[config.mk]
export PLATFORM = sky130hd
export DESIGN_NAME = regfile_wb_arbiter
export DESIGN_NICKNAME = d
export VERILOG_FILES = /design/src/rtl/rv32_pkg.sv /design/src/rtl/wb_scoreboard.sv /design/src/rtl/regfile_wb_arbiter.sv
export SDC_FILE = /design/constraint.sdc
export NUM_CORES = 1
export LEC_CHECK = 0
export CAP_MARGIN = 40
export CORE_AREA = 4 4 126 80
export CTS_BUF_LIST = sky130_fd_sc_hd__clkbuf_8 sky130_fd_sc_hd__clkbuf_16
export DETAILED_ROUTE_END_ITERATION = 8
export DIE_AREA = 0 0 130 84
export DONT_BUFFER_PORTS = 1
export GPL_TIMING_DRIVEN = 1
export PLACE_DENSITY = 0.68
export SETUP_SLACK_MARGIN = 0.02
export SYNTH_ARGS = -nofsm -noshare
export SYNTH_HDL_FRONTEND = slang
export SYNTH_HIERARCHICAL = 1
export SYNTH_SLANG_ARGS = --single-unit
[constraint.sdc]
create_clock -name CLK -period 3.2 [get_ports CLK]
set_input_delay 0.32 -clock CLK [delete_from_list [all_inputs] [get_ports CLK]]
set_output_delay 0.32 -clock CLK [all_outputs]
set_load 0.01 [all_outputs]
[src/rtl/rv32_pkg.sv]
`default_nettype none
// ============================================================================
//  Module      : rv32_pkg
//  Description : Shared RV32 constants and writeback-arbiter FSM encoding.
//  Revision    : 1.0
// ============================================================================
package rv32_pkg;

    localparam int XLEN       = 32;
    localparam int REG_ADDR_W = 5;
    localparam int NUM_REGS   = 1 << REG_ADDR_W;

    typedef enum logic [0:0] {
        ST_NORMAL = 1'b0,
        ST_FORCE  = 1'b1
    } arb_state_e;

    // A write to x0 is architecturally a no-op, so it never counts as a request.
    function automatic logic wb_req(input logic we, input logic [REG_ADDR_W-1:0] rd);
        return we && (rd != '0);
    endfunction

endpackage
`default_nettype wire

[src/rtl/wb_scoreboard.sv]
`default_nettype none
// ============================================================================
//  Module      : wb_scoreboard
//  Description : Pending-writeback bitmap for MDU destinations plus decode stall lookup.
//  Revision    : 1.0
// ============================================================================
module wb_scoreboard
    import rv32_pkg::*;
(
    input  logic                  clk_i,
    input  logic                  rst_ni,
    input  logic                  set_en_i,
    input  logic [REG_ADDR_W-1:0] set_idx_i,
    input  logic                  clr_en_i,
    input  logic [REG_ADDR_W-1:0] clr_idx_i,
    input  logic [REG_ADDR_W-1:0] rs1_i,
    input  logic [REG_ADDR_W-1:0] rs2_i,
    input  logic [REG_ADDR_W-1:0] rd_i,
    output logic [NUM_REGS-1:0]   pending_o,
    output logic                  stall_o
);

    logic [NUM_REGS-1:0] pending_q;
    logic [NUM_REGS-1:0] pending_d;

    generate
        for (genvar i = 0; i < NUM_REGS; i++) begin : g_bit
            if (i == 0) begin : g_zero
                assign pending_d[i] = 1'b0;
            end else begin : g_live
                // A new issue wins over a same-cycle retire of the same register.
                assign pending_d[i] = (set_en_i && (set_idx_i == REG_ADDR_W'(i))) ||
                                      (pending_q[i] && !(clr_en_i && (clr_idx_i == REG_ADDR_W'(i))));
            end
        end
    endgenerate

    always_ff @(posedge clk_i or negedge rst_ni) begin
        if (!rst_ni) begin
            pending_q <= '0;
        end else begin
            pending_q <= pending_d;
        end
    end

    assign pending_o = pending_q;
    assign stall_o   = pending_q[rs1_i] | pending_q[rs2_i] | pending_q[rd_i];

endmodule
`default_nettype wire

[src/rtl/regfile_wb_arbiter.sv]
`default_nettype none
// ============================================================================
//  Module      : regfile_wb_arbiter
//  Description : Single-port register-file writeback arbiter (pipeline vs MDU)
//                with starvation bubble and MDU destination scoreboard.
//  Revision    : 1.0
// ============================================================================
module regfile_wb_arbiter
    import rv32_pkg::*;
#(
    parameter int STARVE_LIMIT = 3
)
(
    input  logic                  CLK,
    input  logic                  RESET,
    input  logic                  PIPE_WE,
    input  logic [REG_ADDR_W-1:0] PIPE_RD,
    input  logic [XLEN-1:0]       PIPE_DATA,
    input  logic                  MDU_VALID,
    input  logic [REG_ADDR_W-1:0] MDU_RD,
    input  logic [XLEN-1:0]       MDU_DATA,
    output logic                  MDU_READY,
    input  logic                  ISSUE_VALID,
    input  logic [REG_ADDR_W-1:0] ISSUE_RD,
    input  logic [REG_ADDR_W-1:0] DEC_RS1,
    input  logic [REG_ADDR_W-1:0] DEC_RS2,
    input  logic [REG_ADDR_W-1:0] DEC_RD,
    output logic                  HAZARD_STALL,
    output logic                  PIPE_HOLD,
    output logic                  WB_WRITE,
    output logic [REG_ADDR_W-1:0] WB_ADDR,
    output logic [XLEN-1:0]       WB_DATA,
    output logic [NUM_REGS-1:0]   PENDING,
    output logic                  PROTO_ERR
);

    localparam logic [3:0] c_STARVE_LIM = 4'(STARVE_LIMIT);

    arb_state_e            state_q;
    logic [3:0]            starve_q;
    logic [3:0]            starve_d;
    logic                  pipe_hold_q;
    logic                  wb_write_q;
    logic [REG_ADDR_W-1:0] wb_addr_q;
    logic [XLEN-1:0]       wb_data_q;
    logic                  proto_err_q;

    logic w_pipe_req;
    logic w_in_force;
    logic w_mdu_ready;
    logic w_mdu_xfer;
    logic w_pipe_grant;

    assign w_pipe_req   = wb_req(PIPE_WE, PIPE_RD);
    assign w_in_force   = (state_q == ST_FORCE);
    // Gating with RESET keeps the MDU from seeing a handshake while held in reset.
    assign w_mdu_ready  = RESET && (w_in_force || !w_pipe_req);
    assign w_mdu_xfer   = MDU_VALID && w_mdu_ready;
    assign w_pipe_grant = w_pipe_req && !w_in_force;

    always_comb begin
        starve_d = starve_q;
        if (!MDU_VALID || w_mdu_xfer) begin
            starve_d = 4'd0;
        end else if (starve_q != 4'hF) begin
            starve_d = starve_q + 4'd1;
        end
    end

    always_ff @(posedge CLK or negedge RESET) begin
        if (!RESET) begin
            state_q     <= ST_NORMAL;
            starve_q    <= 4'd0;
            pipe_hold_q <= 1'b0;
            wb_write_q  <= 1'b0;
            wb_addr_q   <= '0;
            wb_data_q   <= '0;
            proto_err_q <= 1'b0;
        end else begin
            starve_q <= starve_d;

            case (state_q)
                ST_NORMAL: begin
                    if (starve_d == c_STARVE_LIM) begin
                        state_q     <= ST_FORCE;
                        pipe_hold_q <= 1'b1;
                    end else begin
                        state_q     <= ST_NORMAL;
                        pipe_hold_q <= 1'b0;
                    end
                end
                ST_FORCE: begin
                    if (w_mdu_xfer || !MDU_VALID) begin
                        state_q     <= ST_NORMAL;
                        pipe_hold_q <= 1'b0;
                    end else begin
                        state_q     <= ST_FORCE;
                        pipe_hold_q <= 1'b1;
                    end
                end
            endcase

            if (w_pipe_grant) begin
                wb_write_q <= 1'b1;
                wb_addr_q  <= PIPE_RD;
                wb_data_q  <= PIPE_DATA;
            end else if (w_mdu_xfer && (MDU_RD != '0)) begin
                wb_write_q <= 1'b1;
                wb_addr_q  <= MDU_RD;
                wb_data_q  <= MDU_DATA;
            end else begin
                wb_write_q <= 1'b0;
                wb_addr_q  <= '0;
                wb_data_q  <= '0;
            end

            // A pipeline write during a bubble is dropped; flag it permanently.
            if (w_in_force && w_pipe_req) begin
                proto_err_q <= 1'b1;
            end
        end
    end

    wb_scoreboard u_scoreboard (
        .clk_i     (CLK),
        .rst_ni    (RESET),
        .set_en_i  (ISSUE_VALID),
        .set_idx_i (ISSUE_RD),
        .clr_en_i  (w_mdu_xfer),
        .clr_idx_i (MDU_RD),
        .rs1_i     (DEC_RS1),
        .rs2_i     (DEC_RS2),
        .rd_i      (DEC_RD),
        .pending_o (PENDING),
        .stall_o   (HAZARD_STALL)
    );

    assign MDU_READY = w_mdu_ready;
    assign PIPE_HOLD = pipe_hold_q;
    assign WB_WRITE  = wb_write_q;
    assign WB_ADDR   = wb_addr_q;
    assign WB_DATA   = wb_data_q;
    assign PROTO_ERR = proto_err_q;

endmodule
`default_nettype wire

==> summary.md <==
| Metric | Value |
|---|---|
| Result of the run | completed |
| Port-buffer cells | 0 |
| Final sum of negative setup slack | 0 ns |
| Leading cell types in the layout, fill and taps excluded | 75 x sky130_fd_sc_hd__dfrtp_1, 69 x sky130_fd_sc_hd__o21ai_0, 35 x sky130_fd_sc_hd__inv_1 |
| Fraction of the cycle the final worst path needs | between 70% and 80% |
| Area taken by multi-input logic gates | roughly 2200 sq um |
| Worst min path class | in2reg |
| Average size of a mapped cell | roughly 11 sq um |
| Share of final-layout standard cells stronger than drive strength 1 | 13.4% |
| Final net count | 504 |
| Sequential element share of the synthesized area | 43.1% |
| RSZ-0062 raised after global routing | false |
| Die area | around 11000 sq um |
| Vias in the first global route | between 3000 and 4000 |
| Filler Cell Count | just under 800 |
| Overall Power | around 2800 uW |
| Number of vias in the routed layout | about 3600 |
| Post-synthesis instance area | between 4000 and 5000 sq um |
| Remaining Overflow, GRT | 0 |
| Setup Slack @ Placement | roughly 1.1 ns |
| Most instantiated flip-flop cell in the synthesis netlist | sky130_fd_sc_hd__dfrtp_1 |
| Clock root buffer | sky130_fd_sc_hd__clkbuf_16 |
| Detailed-routing iteration count for the pre-antenna-repair pass | 6 |
| Number of setup violations in the final report | 0 |
| Crit path required time | about 2.9 ns |
| Final HPWL from detailed placement | about 9400 microns |
| H-tree depth reported by CTS | 3 |
| Core area | a little under 9000 sq um |
| Area post-placement | 4340 sq um |
| Net count after synthesis | between 500 and 600 |
| Horizontal extent of the die | between 100 and 150 microns |
| Post-synth EDFFs | 0 |
| Signal arrival time at the worst endpoint | 2.16 ns |
| Share of flip-flops with an asynchronous set or reset | 100% |
| Initial DRC Count | 427 |
| Clock slew at reported path FFs | approximately 0.06 ns |
| Routed via count divided by cell count | slightly below 7 |
| Critical path start-end classification | reg2out |
| Worst Hold Path Cells | 2 |
| Source-to-sink clock delay at the later pin of the worst-skew pair | 0.35 ns |
| Sequential standard cell area | between 1500 and 2000 sq um |
| Worst setup skew after layout | roughly 0.01 ns |
| Clock tree from TritonCTS | yes |
| # clock sinks | between 70 and 80 |
| Worst reg2reg endpoint | u_scoreboard/pending_o[5] |
| Start point of the worst min-delay path | PIPE_RD[1] |
| Commonest non-fill, non-tap cell in the layout | sky130_fd_sc_hd__dfrtp_1 |
| Largest net degree at the start of global routing | 76 |
| Area growth from synthesis to layout | 7.07% |
| Peak supply drop | approximately 280 uV |
| Number of library cell types mapped by synthesis | 44 |
| Final design area excluding fillers | between 4000 and 5000 sq um |
| Global-route total usage across every layer | between 20% and 30% |
| Starting density of the core | 48.8% |
| Max-cap viol count | 0 |
| Final RePlAce weighted congestion | around 0.95 |
| CTS resizes | 0 |
| Ant diodes | 0 |
| End point of the worst hold path | WB_ADDR[1] |
| Synthesized netlist cell count | slightly above 400 |
| Global-route wire length before repair | roughly 20000 microns |
| IO Pins | approximately 170 |
| Final Hold Violating Endpoints | 0 |
| R2r startpoint | PIPE_HOLD |
| Largest fanout on the critical path | 5 |
| Number of slew-limit violations in the final report | 0 |
| Transition time of the tightest slew-check pin | 0.519 ns |
| Placed insts | approximately 510 |
| Number of synthesized register bits | 75 |
| Total CTS buffers | 9 |
| Max Clock Freq | approximately 0.4 GHz |
| Tightest slew margin relative to the limit | between 60% and 70% |
| Floorplan row count | 27 |
| Setup crit end kind | primary output |
| Number of antenna violations at the first check in global routing | 0 |
| Sum of routed wire length over all layers | about 13000 microns |
| Post-layout minimum cycle time | between 2 and 2.5 ns |
| Fin worst setup slack | 0.720 ns |
| Vertical extent of the die | 84 microns |
| Slack of the worst reg-to-reg path | 1.18 ns |
| Leakage | ~0.0019 uW |
| Register-to-Register Path Depth | 7 |
| Number of remaining DRC errors | 0 |
| Number of warnings issued by yosys | 6 |
| Max clock buf depth | 2 |
| Antenna-violating nets left | 0 |
| Power density over cell area | 604 nW/um^2 |
| Startpoint class of the critical path | register |
| Average wire per cell in the routed design | 24.7 microns |
| Number of standard cells in the layout, taps in and fillers out | around 530 |
[per-layer routing]
metal	wire length [microns]	share of wire [%]	vias up	track usage, %
met4	185	1.4	0	6.42
met3	1870	14	22	12.7
met5	0	0	-	0
met2	5750	44	265	33.0
met1	5170	40	1739	32.6
li1	-	-	1541	-
[final cells by class]
type                    count  area share, %
clock inverters             7           1.15
repair buffers              6           1.45
well taps                 116           3.11
multi-input cells         277           46.3
inverters                  35           2.82
flip-flops and latches     75           40.3
clock buffers               9           4.83
[repair_timing]
item,CTS,global route
hold buffers,2,0
hold endpoints to repair,75,0
buffers inserted,0,0
[worst max-delay path by stage]
stage,startpoint,end,slack (ns),depth (start not counted)
after CTS,u_scoreboard/pending_o[15],HAZARD_STALL,0.73,5
after global routing,u_scoreboard/pending_o[15],HAZARD_STALL,0.66,5
final,u_scoreboard/pending_o[15],HAZARD_STALL,0.72,5
after detailed placement,u_scoreboard/pending_o[15],HAZARD_STALL,1.11,5
after global placement,u_scoreboard/pending_o[27],HAZARD_STALL,1.15,5
after floorplan,DEC_RS2[0],HAZARD_STALL,1.23,6
[registers in the layout (all words and copies together) (netlist names)]
register / count
WB_DATA: 32
u_scoreboard/pending_o: 31
WB_ADDR: 5
starve_q: 4
PIPE_HOLD: 1
PROTO_ERR: 1
WB_WRITE: 1
[power breakdown]
group	total, uW	internal, uW	switching (uW)	leakage (uW)
sequential	1360	1100	265	0.000923
combinational	504	262	242	0.000865
clock	949	528	421	0.000128
[Yosys cell counts (3+ instances only)]
cell type / count / area (sq um)
sky130_fd_sc_hd__nand2_1: 20 / 75.1
sky130_fd_sc_hd__mux4_2: 15 / 338
sky130_fd_sc_hd__inv_1: 35 / 131
sky130_fd_sc_hd__a31oi_1: 3 / 18.8
sky130_fd_sc_hd__and2b_2: 3 / 26.3
sky130_fd_sc_hd__a211oi_1: 32 / 240
sky130_fd_sc_hd__buf_2: 12 / 60.1
sky130_fd_sc_hd__nor3_1: 6 / 30.0
sky130_fd_sc_hd__nand2b_1: 10 / 62.6
sky130_fd_sc_hd__a31o_2: 3 / 26.3
sky130_fd_sc_hd__clkbuf_8: 3 / 41.3
sky130_fd_sc_hd__nor2_1: 10 / 37.5
sky130_fd_sc_hd__o21ai_0: 69 / 345
sky130_fd_sc_hd__a31o_1: 30 / 263
sky130_fd_sc_hd__nand4_1: 3 / 18.8
sky130_fd_sc_hd__or2_2: 4 / 25.0
sky130_fd_sc_hd__mux2_2: 4 / 45.0
sky130_fd_sc_hd__dfrtp_1: 75 / 1880
sky130_fd_sc_hd__buf_6: 4 / 45.0
sky130_fd_sc_hd__mux4_1: 6 / 158
sky130_fd_sc_hd__nand4b_1: 5 / 43.8
sky130_fd_sc_hd__nand3b_1: 6 / 45.0
sky130_fd_sc_hd__nor2b_1: 4 / 25.0
sky130_fd_sc_hd__nand3_1: 12 / 60.1
sky130_fd_sc_hd__buf_4: 5 / 37.5
sky130_fd_sc_hd__mux2i_1: 7 / 70.1
[critical path: stages, from the launching register on]
cell and delay (ns):
sky130_fd_sc_hd__dfrtp_1 0.45, sky130_fd_sc_hd__mux4_2 0.55, sky130_fd_sc_hd__o211ai_1 0.19, sky130_fd_sc_hd__o311ai_1 0.13
sky130_fd_sc_hd__nor4_1 0.28, sky130_fd_sc_hd__nand4_1 0.21
[per-stage QoR]
stage	utilization, %	hold WS [ns]
after floorplan	-	0.0244
after global placement	48.7	0.0266
after detailed placement	48.7	0.0260
after CTS	52.2	0.0869
after global routing	52.2	0.0860
final	52.2	0.0983
[kinds of logic (layout without fill, tap and decap cells)]
logic type	after synthesis	in the layout	synth area share, %
AO/OA/AOI/OAI	149	149	22.9
AND/OR/NAND/NOR	92	92	11.9
flip-flops	75	75	43.1
buffers and inverters	59	57	7.25
multiplexers	32	32	14.0
XOR/XNOR	2	2	0.403
adder cells (fa/ha/maj)	1	1	0.287
other	1	1	0.0862
Note: power is estimated with default switching activity, not from simulation.
